**src/rtl/multicycle_core_if.sv**
```systemverilog
// rtl/multicycle_core_if.sv - unified instruction/data memory port (req/ack)
interface multicycle_core_if #(
  parameter int DATA_W = 16,
  parameter int ADDR_W = 16
);
  logic              mem_req;
  logic              mem_we;
  logic [ADDR_W-1:0] mem_addr;
  logic [DATA_W-1:0] mem_wdata;
  logic [DATA_W-1:0] mem_rdata;
  logic              mem_ack;

  modport master (
    output mem_req, mem_we, mem_addr, mem_wdata,
    input  mem_rdata, mem_ack
  );

  modport slave (
    input  mem_req, mem_we, mem_addr, mem_wdata,
    output mem_rdata, mem_ack
  );
endinterface

```
**src/rtl/multicycle_core.sv**
```systemverilog
// rtl/multicycle_core.sv - multi-cycle 16-bit-ISA core, FSM sequenced over one memory port
// Optional multiplier on opcode 14 when MULTICYCLE_CORE_MUL_EN is defined.
module multicycle_core #(
  parameter int              DATA_W   = 16,
  parameter int              ADDR_W   = 16,
  parameter logic [ADDR_W-1:0] PC_RESET = '0
) (
  input  logic                clk,
  input  logic                reset,
  multicycle_core_if.master   mem,
  output logic [ADDR_W-1:0]   pc,
  output logic                retire,
  output logic                halted,
  output logic                illegal
);
  localparam int SH_W = $clog2(DATA_W);

  typedef enum logic [2:0] {
    S_FETCH, S_DECODE, S_EXEC, S_MEM, S_WB, S_HALT
  } state_t;

  state_t            state, state_next;
  logic [15:0]       ir;
  logic [DATA_W-1:0] a, b, res;
  logic [DATA_W-1:0] regs [16];

  logic [3:0] op, rd, ra, rb;
  assign op = ir[3:0];
  assign rd = ir[7:4];
  assign ra = ir[11:8];
  assign rb = ir[15:12];

  logic is_mem, is_ld, is_st, is_ctl, is_halt, is_ill;
  always_comb begin
    is_ld   = (op == 4'd8);
    is_st   = (op == 4'd9);
    is_mem  = is_ld || is_st;
    is_ctl  = (op == 4'd10) || (op == 4'd11) || (op == 4'd12);
    is_halt = (op == 4'd13);
`ifdef MULTICYCLE_CORE_MUL_EN
    is_ill  = (op == 4'd15);
`else
    is_ill  = (op == 4'd14) || (op == 4'd15);
`endif
  end

  logic [DATA_W-1:0] alu_res;
  always_comb begin
    alu_res = '0;
    case (op)
      4'd0: alu_res = a + b;
      4'd1: alu_res = a - b;
      4'd2: alu_res = a & b;
      4'd3: alu_res = a | b;
      4'd4: alu_res = a ^ b;
      4'd5: alu_res = a << b[SH_W-1:0];
      4'd6: alu_res = a >> b[SH_W-1:0];
      4'd7: alu_res = {{(DATA_W-8){1'b0}}, ir[15:8]};
`ifdef MULTICYCLE_CORE_MUL_EN
      4'd14: alu_res = a * b;
`endif
      default: alu_res = '0;
    endcase
  end

  // Branch offset is the rd field, sign-extended, relative to PC+1.
  logic [ADDR_W-1:0] pc_inc, br_off, pc_next;
  logic              take;
  always_comb begin
    pc_inc  = pc + {{(ADDR_W-1){1'b0}}, 1'b1};
    br_off  = {{(ADDR_W-4){rd[3]}}, rd};
    take    = (op == 4'd10) ? (a == b) : (a != b);
    pc_next = pc_inc;
    if (op == 4'd12)
      pc_next = a[ADDR_W-1:0];
    else if ((op == 4'd10 || op == 4'd11) && take)
      pc_next = pc_inc + br_off;
  end

  always_ff @(posedge clk) begin
    if (reset) state <= S_FETCH;
    else       state <= state_next;
  end

  always_comb begin
    state_next = state;
    case (state)
      S_FETCH:  if (mem.mem_ack) state_next = S_DECODE;
      S_DECODE: state_next = S_EXEC;
      S_EXEC: begin
        if (is_halt)               state_next = S_HALT;
        else if (is_mem)           state_next = S_MEM;
        else if (is_ctl || is_ill) state_next = S_FETCH;
        else                       state_next = S_WB;
      end
      S_MEM:    if (mem.mem_ack) state_next = is_ld ? S_WB : S_FETCH;
      S_WB:     state_next = S_FETCH;
      S_HALT:   state_next = S_HALT;
      default:  state_next = S_FETCH;
    endcase
  end

  // Reset masks the request combinationally so an abandoned transfer drops at once.
  always_comb begin
    mem.mem_req   = !reset && (state == S_FETCH || state == S_MEM);
    mem.mem_we    = !reset && (state == S_MEM) && is_st;
    mem.mem_addr  = '0;
    if (mem.mem_req)
      mem.mem_addr = (state == S_MEM) ? b[ADDR_W-1:0] : pc;
    mem.mem_wdata = mem.mem_we ? a : '0;
    halted        = (state == S_HALT);
    retire        = !reset && ((state == S_WB) ||
                               (state == S_EXEC && (is_ctl || is_ill || is_halt)) ||
                               (state == S_MEM && is_st && mem.mem_ack));
  end

  always_ff @(posedge clk) begin
    if (reset) begin
      pc      <= PC_RESET;
      illegal <= 1'b0;
      ir      <= '0;
      a       <= '0;
      b       <= '0;
      res     <= '0;
      for (int i = 0; i < 16; i++) regs[i] <= '0;
    end else begin
      case (state)
        S_FETCH: if (mem.mem_ack) ir <= mem.mem_rdata[15:0];
        S_DECODE: begin
          a <= (ra == 4'd0) ? '0 : regs[ra];
          b <= (rb == 4'd0) ? '0 : regs[rb];
        end
        S_EXEC: begin
          res <= alu_res;
          if (!is_halt) pc <= pc_next;
          if (is_ill) illegal <= 1'b1;
        end
        S_MEM: if (mem.mem_ack && is_ld) res <= mem.mem_rdata;
        S_WB: if (rd != 4'd0) regs[rd] <= res;
        default: ;
      endcase
    end
  end
endmodule

```
**src/flat_wrapper.sv**
```systemverilog
// flat-port wrapper written by rule: the top's interface ports become plain ports
module multicycle_core_flat 
#(
  parameter int              DATA_W   = 16,
  parameter int              ADDR_W   = 16,
  parameter logic [ADDR_W-1:0] PC_RESET = '0
)
  (clk, reset, pc, retire, halted, illegal, mem_mem_req, mem_mem_we, mem_mem_addr, mem_mem_wdata, mem_mem_rdata, mem_mem_ack);
  multicycle_core_if #(.DATA_W(DATA_W), .ADDR_W(ADDR_W)) mem_i ();
  input  logic clk;
  input  logic reset;
  output logic [ADDR_W-1:0] pc;
  output logic retire;
  output logic halted;
  output logic illegal;
  output wire logic [$bits(mem_i.mem_req)-1:0] mem_mem_req;
  output wire logic [$bits(mem_i.mem_we)-1:0] mem_mem_we;
  output wire logic [$bits(mem_i.mem_addr)-1:0] mem_mem_addr;
  output wire logic [$bits(mem_i.mem_wdata)-1:0] mem_mem_wdata;
  input wire logic [$bits(mem_i.mem_rdata)-1:0] mem_mem_rdata;
  input wire logic [$bits(mem_i.mem_ack)-1:0] mem_mem_ack;
  assign mem_mem_req = mem_i.mem_req;
  assign mem_mem_we = mem_i.mem_we;
  assign mem_mem_addr = mem_i.mem_addr;
  assign mem_mem_wdata = mem_i.mem_wdata;
  assign mem_i.mem_rdata = mem_mem_rdata;
  assign mem_i.mem_ack = mem_mem_ack;
  multicycle_core #(.DATA_W(DATA_W), .ADDR_W(ADDR_W), .PC_RESET(PC_RESET)) u_core (.clk(clk), .reset(reset), .mem(mem_i), .pc(pc), .retire(retire), .halted(halted), .illegal(illegal));
endmodule
```
**config.mk**
```make
export PLATFORM = sky130hd
export DESIGN_NAME = multicycle_core_flat
export DESIGN_NICKNAME = d
export VERILOG_FILES = /design/src/rtl/multicycle_core_if.sv /design/src/rtl/multicycle_core.sv /design/src/flat_wrapper.sv
export SDC_FILE = /design/constraint.sdc
export NUM_CORES = 1
export LEC_CHECK = 0
export CELL_PAD_IN_SITES_DETAIL_PLACEMENT = 1
export CELL_PAD_IN_SITES_GLOBAL_PLACEMENT = 1
export CORE_MARGIN = 10
export CORE_UTILIZATION = 55
export CTS_CLUSTER_SIZE = 12
export DETAILED_ROUTE_END_ITERATION = 6
export HOLD_SLACK_MARGIN = 0.12
export PLACE_DENSITY = 0.9
export SYNTH_ARGS = -nofsm -noshare
export SYNTH_HDL_FRONTEND = slang
export SYNTH_SLANG_ARGS = --single-unit
```
**constraint.sdc**
```tcl
create_clock -name clk -period 5.7 [get_ports clk]
set_input_delay 0.57 -clock clk [delete_from_list [all_inputs] [get_ports clk]]
set_output_delay 0.57 -clock clk [all_outputs]
set_load 0.02 [all_outputs]
```
* Yosys cells after proc, flatten, opt, wreduce, memory -nomap -nowiden *
Memory sizes are Yosys's and may differ from the RTL's. A register that Yosys moved wholly into a read port is not among the register bits.
Cells that the tools add are included.

word-level totals
  register bits after elaboration = 84
  word-level logic and storage cells = 105
  RAM bits = 256
  bits of input ports = 19
  output and inout port bits = 53
  memories kept = 1

operators by class
  shifts and indexed selects = 2
  bitwise operators = 4
  reductions and logical operators = 31
  eq/ne operators = 25
  add/sub/neg operators = 4
  multiplexer cells = 31

memory list
  name         depth  bits a word  rd ports  clocked after Yosys merged registers in  write ports  line                   text
  u_core.regs  16     16           2         2                                        16           multicycle_core.sv:25  logic [DATA_W-1:0] regs [16];

operators by type and width
  kind                   number
  $mux 16                9
  $pmux 16 s8            1
  $add 16x16->16         2
  $eq 4x4->1 const B     8
  $pmux 16 s2            1
  $mux 4                 5
  $mux 3                 6
  $add 16x1->16 const B  1
  $and 16x16->16         1
  $eq 16x16->1           1
  $eq 4x3->1 const B     4
  $ne 16x16->1           1
  $or 16x16->16          1
  $reduce_or 16->1       1
  $shl 16x4->16          1
  $shr 16x4->16          1
  $sub 16x16->16         1
  $xor 16x16->16         1
  $pmux 3 s5             1
  $logic_not 4->1        3
  $reduce_and 2->1       5
  $logic_and 1x1->1      9
  $logic_or 1x1->1       9
  $eq 4x2->1 const B     2
  other kinds (11)       22

* Depth between registers and ports, before layout *
  word-level depth = 9
  gate-level depth with buffers = 14
  gate-level depth less buffers = 14

* Worst setup path after synthesis *
No wires, ideal clock.

  path type = flip-flop to flip-flop
  from = reg u_core.pc[0]
  to = reg u_core.pc[15]
  clock period less this slack = 2999 ps
  cell stages (with the launch flop) = 15
  path slack = 2701 ps
  required time = 5614 ps
  buffers on the path = 0
  arrival = 2914 ps
  cells stage by stage = dfxtp_1 -> ha_1 -> and4_1 -> nand2_1 -> nor2_1 -> nand3_1 -> xnor2_1 -> ha_1 -> nand2_1 -> a21oi_1 -> nor2_1 -> o221a_2 -> o31ai_1 -> xnor2_1 -> a211oi_1

on the way
  longest elaborated chain between the ends = 4

RTL lines
  item                    line                    text
  from (decl)             multicycle_core.sv:11   output logic [ADDR_W-1:0] pc,
  from (signal assigned)  multicycle_core.sv:135  if (!is_halt) pc <= pc_next;
  $add 16x1->16 (*)       multicycle_core.sv:70   pc_inc = pc + {{(ADDR_W-1){1'b0}}, 1'b1};
  $add 16x16->16          multicycle_core.sv:77   pc_next = pc_inc + br_off;
  $mux 16 (*)             multicycle_core.sv:76   else if ((op == 4'd10 || op == 4'd11) && take)
  $mux 16 (*)             multicycle_core.sv:74   if (op == 4'd12)

Mark *: on every way between the ends. The rest lies on a longest branch, timed or not.
A chain may end at the register's enable or synchronous reset.

* Worst setup path in the final report *
  from = reg u_core.state[0]
  to = out mem_mem_wdata[5]

on the way
  longest elaborated chain between the ends = 4

RTL lines
  item                             line                    text
  from (decl)                      multicycle_core.sv:22   state_t state, state_next;
  from (signal assigned)           multicycle_core.sv:82   else state <= state_next;
  $eq 3x2->1                       multicycle_core.sv:106  mem.mem_we = !reset && (state == S_MEM) && is_st;
  $logic_and 1x1->1 (2 in series)  multicycle_core.sv:106
  $mux 16                          multicycle_core.sv:110  mem.mem_wdata = mem.mem_we ? a : '0;
  to (decl)                        flat_wrapper.sv:19      output wire logic [$bits(mem_i.mem_wdata)-1:0] mem_mem_wdata;

Every way passes these cells.

==> out/results.tsv <==
metric	value	unit
grt_pass1_vias	19840	
tightest_slew	1.470	ns
yosysWarnings	0	
boundaryPins	72	
final_util	61.79	%
regToRegStartpoint	u_core.a[7]	
synth_top_area_share	34.35	%
critPathKind	register to output port	
finalSetupViolCount	0	
routed_wirelength	96800	um
async_flop_share	0	%
peakVddDrop	0.3285	mV
drt_first_pass_iters	6	
finalPower	6.558	mW
core_area	40010	um^2
drc	0	
antenna_left	0	
clk_latency	0.59	ns
fin_crit_sh	80.28	%
grt_max_degree	56	
grt_setup_unrepaired	no	
period_needed	4.576	ns
cts.path.max_buffers	3	
clk_pin_slew	0.05	ns
fin_hold_ws	0.4124	ns
synth_cells	1998	
num_rows	73	
dieArea	49160	um^2
cts.sinks	348	
place_hpwl	62030	um
drive_gt1_share	16.62	%
slew_violations	0	
synth_ff_type	edfxtp_1	
ys_types	91	
layout_commonest_cell	and2_1	
synth_edf_count	256	
min_from	reset	
slew_headroom	1.892	%
nNetsFinal	2099	
syn_area_per_cell	11.20	um^2
fmax	218.5	MHz
critPathLaunchType	register	
start_util	55.94	%
postCtsSetupBuffers	0	
vias	19250	
cap_viol_max_count	0	
ctsHoldBuffers	0	
power.density	265.3	nW/um^2
place_congestion	1.001	
h-tree-depth	2	
antenna_found_initial	1	
portBuffers	71	
tritoncts	done	
required	5.13	ns
finalHoldViolations	0	
cts_buffers	39	
area.growth.synth_to_final	10.45	%
cts_root_buffer	clkbuf_16	
drtIter0Drc	3010	
leakagePower	8.681	nW
synth_top_area_cell	edfxtp_1	
r2r_setup_slack	1.63	ns
hold_path.class	primary input to register	
whs_path_depth	2	
setup_tns	0	ns
grt_pass1_wl	140800	um
via_per_inst	7.512	
synth.area.top_cells	edfxtp_1 34%, mux4_2 17%, dfxtp_1 8.2%	
synth_area	22380	um^2
r2r-end	u_core.pc[15]	
arrival	4.01	ns
holdPathEnd	u_core.state[0]	
cts_resized	0	
grt-ovfl-total	0	
fin_skew	0.02273	ns
status	finished, final reports clean	
worst-r2r-cell-count	9	
die_y	221.7	um
final_cell_mix	263 x and2_1, 256 x edfxtp_1, 169 x mux4_2, 153 x nor2_1, 138 x nand2_1	
yosysSeqAreaShare	42.58	%
ys_seq_elements	348	
cp_max_fo	39	
grt_usage	38.37	%
critPathCaptureType	output port	
wl_per_cell	37.78	um
die_w	221.7	um
logic make-up after synthesis:
logic type               Yosys count  synth area share [%]
AO/OA/AOI/OAI                    366                 11.14
XOR/XNOR                          40                 1.565
flip-flops                       348                 42.58
buffers and inverters            223                 4.025
other                              1               0.01676
multiplexers                     222                 19.47
AND/OR/NAND/NOR                  725                 17.02
adder cells (fa/ha/maj)           73                 4.182
state kept, by name (all words and copies together) (netlist names), named ones only:
register        count
u_core.state        3
u_core.regs       256
u_core.ir          16
u_core.b           16
u_core.pc          16
u_core.res         16
u_core.illegal      1
u_core.a           16
layout make-up:
type / count / area [um^2]
Sequential cell: 348 / 9542
Antenna cell: 3 / 7.507
Clock inverter: 17 / 143.9
Inverter: 58 / 217.7
Fill cell: 4048 / 15290
Tap cell: 525 / 656.9
Clock buffer: 51 / 1042
Timing Repair Buffer: 118 / 1061
Multi-Input combinational cell: 1442 / 12050
critical path, stage by stage, from the launching register on:
cell and delay (ns):
dfxtp_1 0.78, and3b_1 0.28, buf_4 0.42, nand3_1 0.12, nor2_1 0.93, and2_1 0.27
clkdlybuf4s50_1 0.62
per-stage QoR:
step,instances,setup slack (ns),instance area [um^2]
after floorplan,2013,2.701,22440
after global placement,2491,1.955,23530
after detailed placement,2491,1.848,23530
after CTS,2559,1.209,24710
after global routing,2559,0.9034,24710
final,2562,1.124,24720
per-layer routing:
metal / GRT usage [%] / up-vias / share of wire [%]
met5: 0 / - / 0
met3: 8.990 / 498 / 12
li1: - / 7474 / -
met2: 60.78 / 1736 / 46
met4: 24.71 / 0 / 7.8
met1: 46.40 / 9537 / 35
cell usage after synthesis, types with 9 or more instances:
master     number
mux4_2        169
nor4_1         14
buf_2          38
a21o_1         14
a22oi_1        38
inv_1          55
edfxtp_1      256
o22ai_1        12
nand2b_1       16
mux2_2         17
nor2b_1        14
ha_1           70
xnor2_1        28
a21oi_1       104
o21ai_0        49
nand2_1       138
nor2_1        160
a2111oi_0       9
mux2i_1        36
clkbuf_1      110
dfxtp_1        92
nand3_1        22
nor3_1         31
and2_1        263
xor2_1         12
or2_2          19
a31oi_1         9
buf_1          13
o31ai_1        13
a211oi_1       34
power breakdown:
part	switching (mW)	internal [mW]	leakage [nW]
Sequential	0.209	2.81	3.38
Clock	1.12	1.38	0.578
Combinational	0.614	0.424	4.72
Total	1.94	4.62	8.68
worst max-delay path by stage:
stage,slack (ns),from,cells past startpoint,endpoint
final,1.12,u_core.state[0],6,mem_mem_wdata[5]
after global routing,0.90,u_core.state[0],7,retire
after CTS,1.21,u_core.state[0],6,mem_mem_wdata[5]
after detailed placement,1.85,u_core.state[0],7,retire
after global placement,1.95,u_core.state[0],7,retire
after floorplan,2.70,u_core.pc[0],14,u_core.pc[15]
Power figures use the tool's default switching activity.
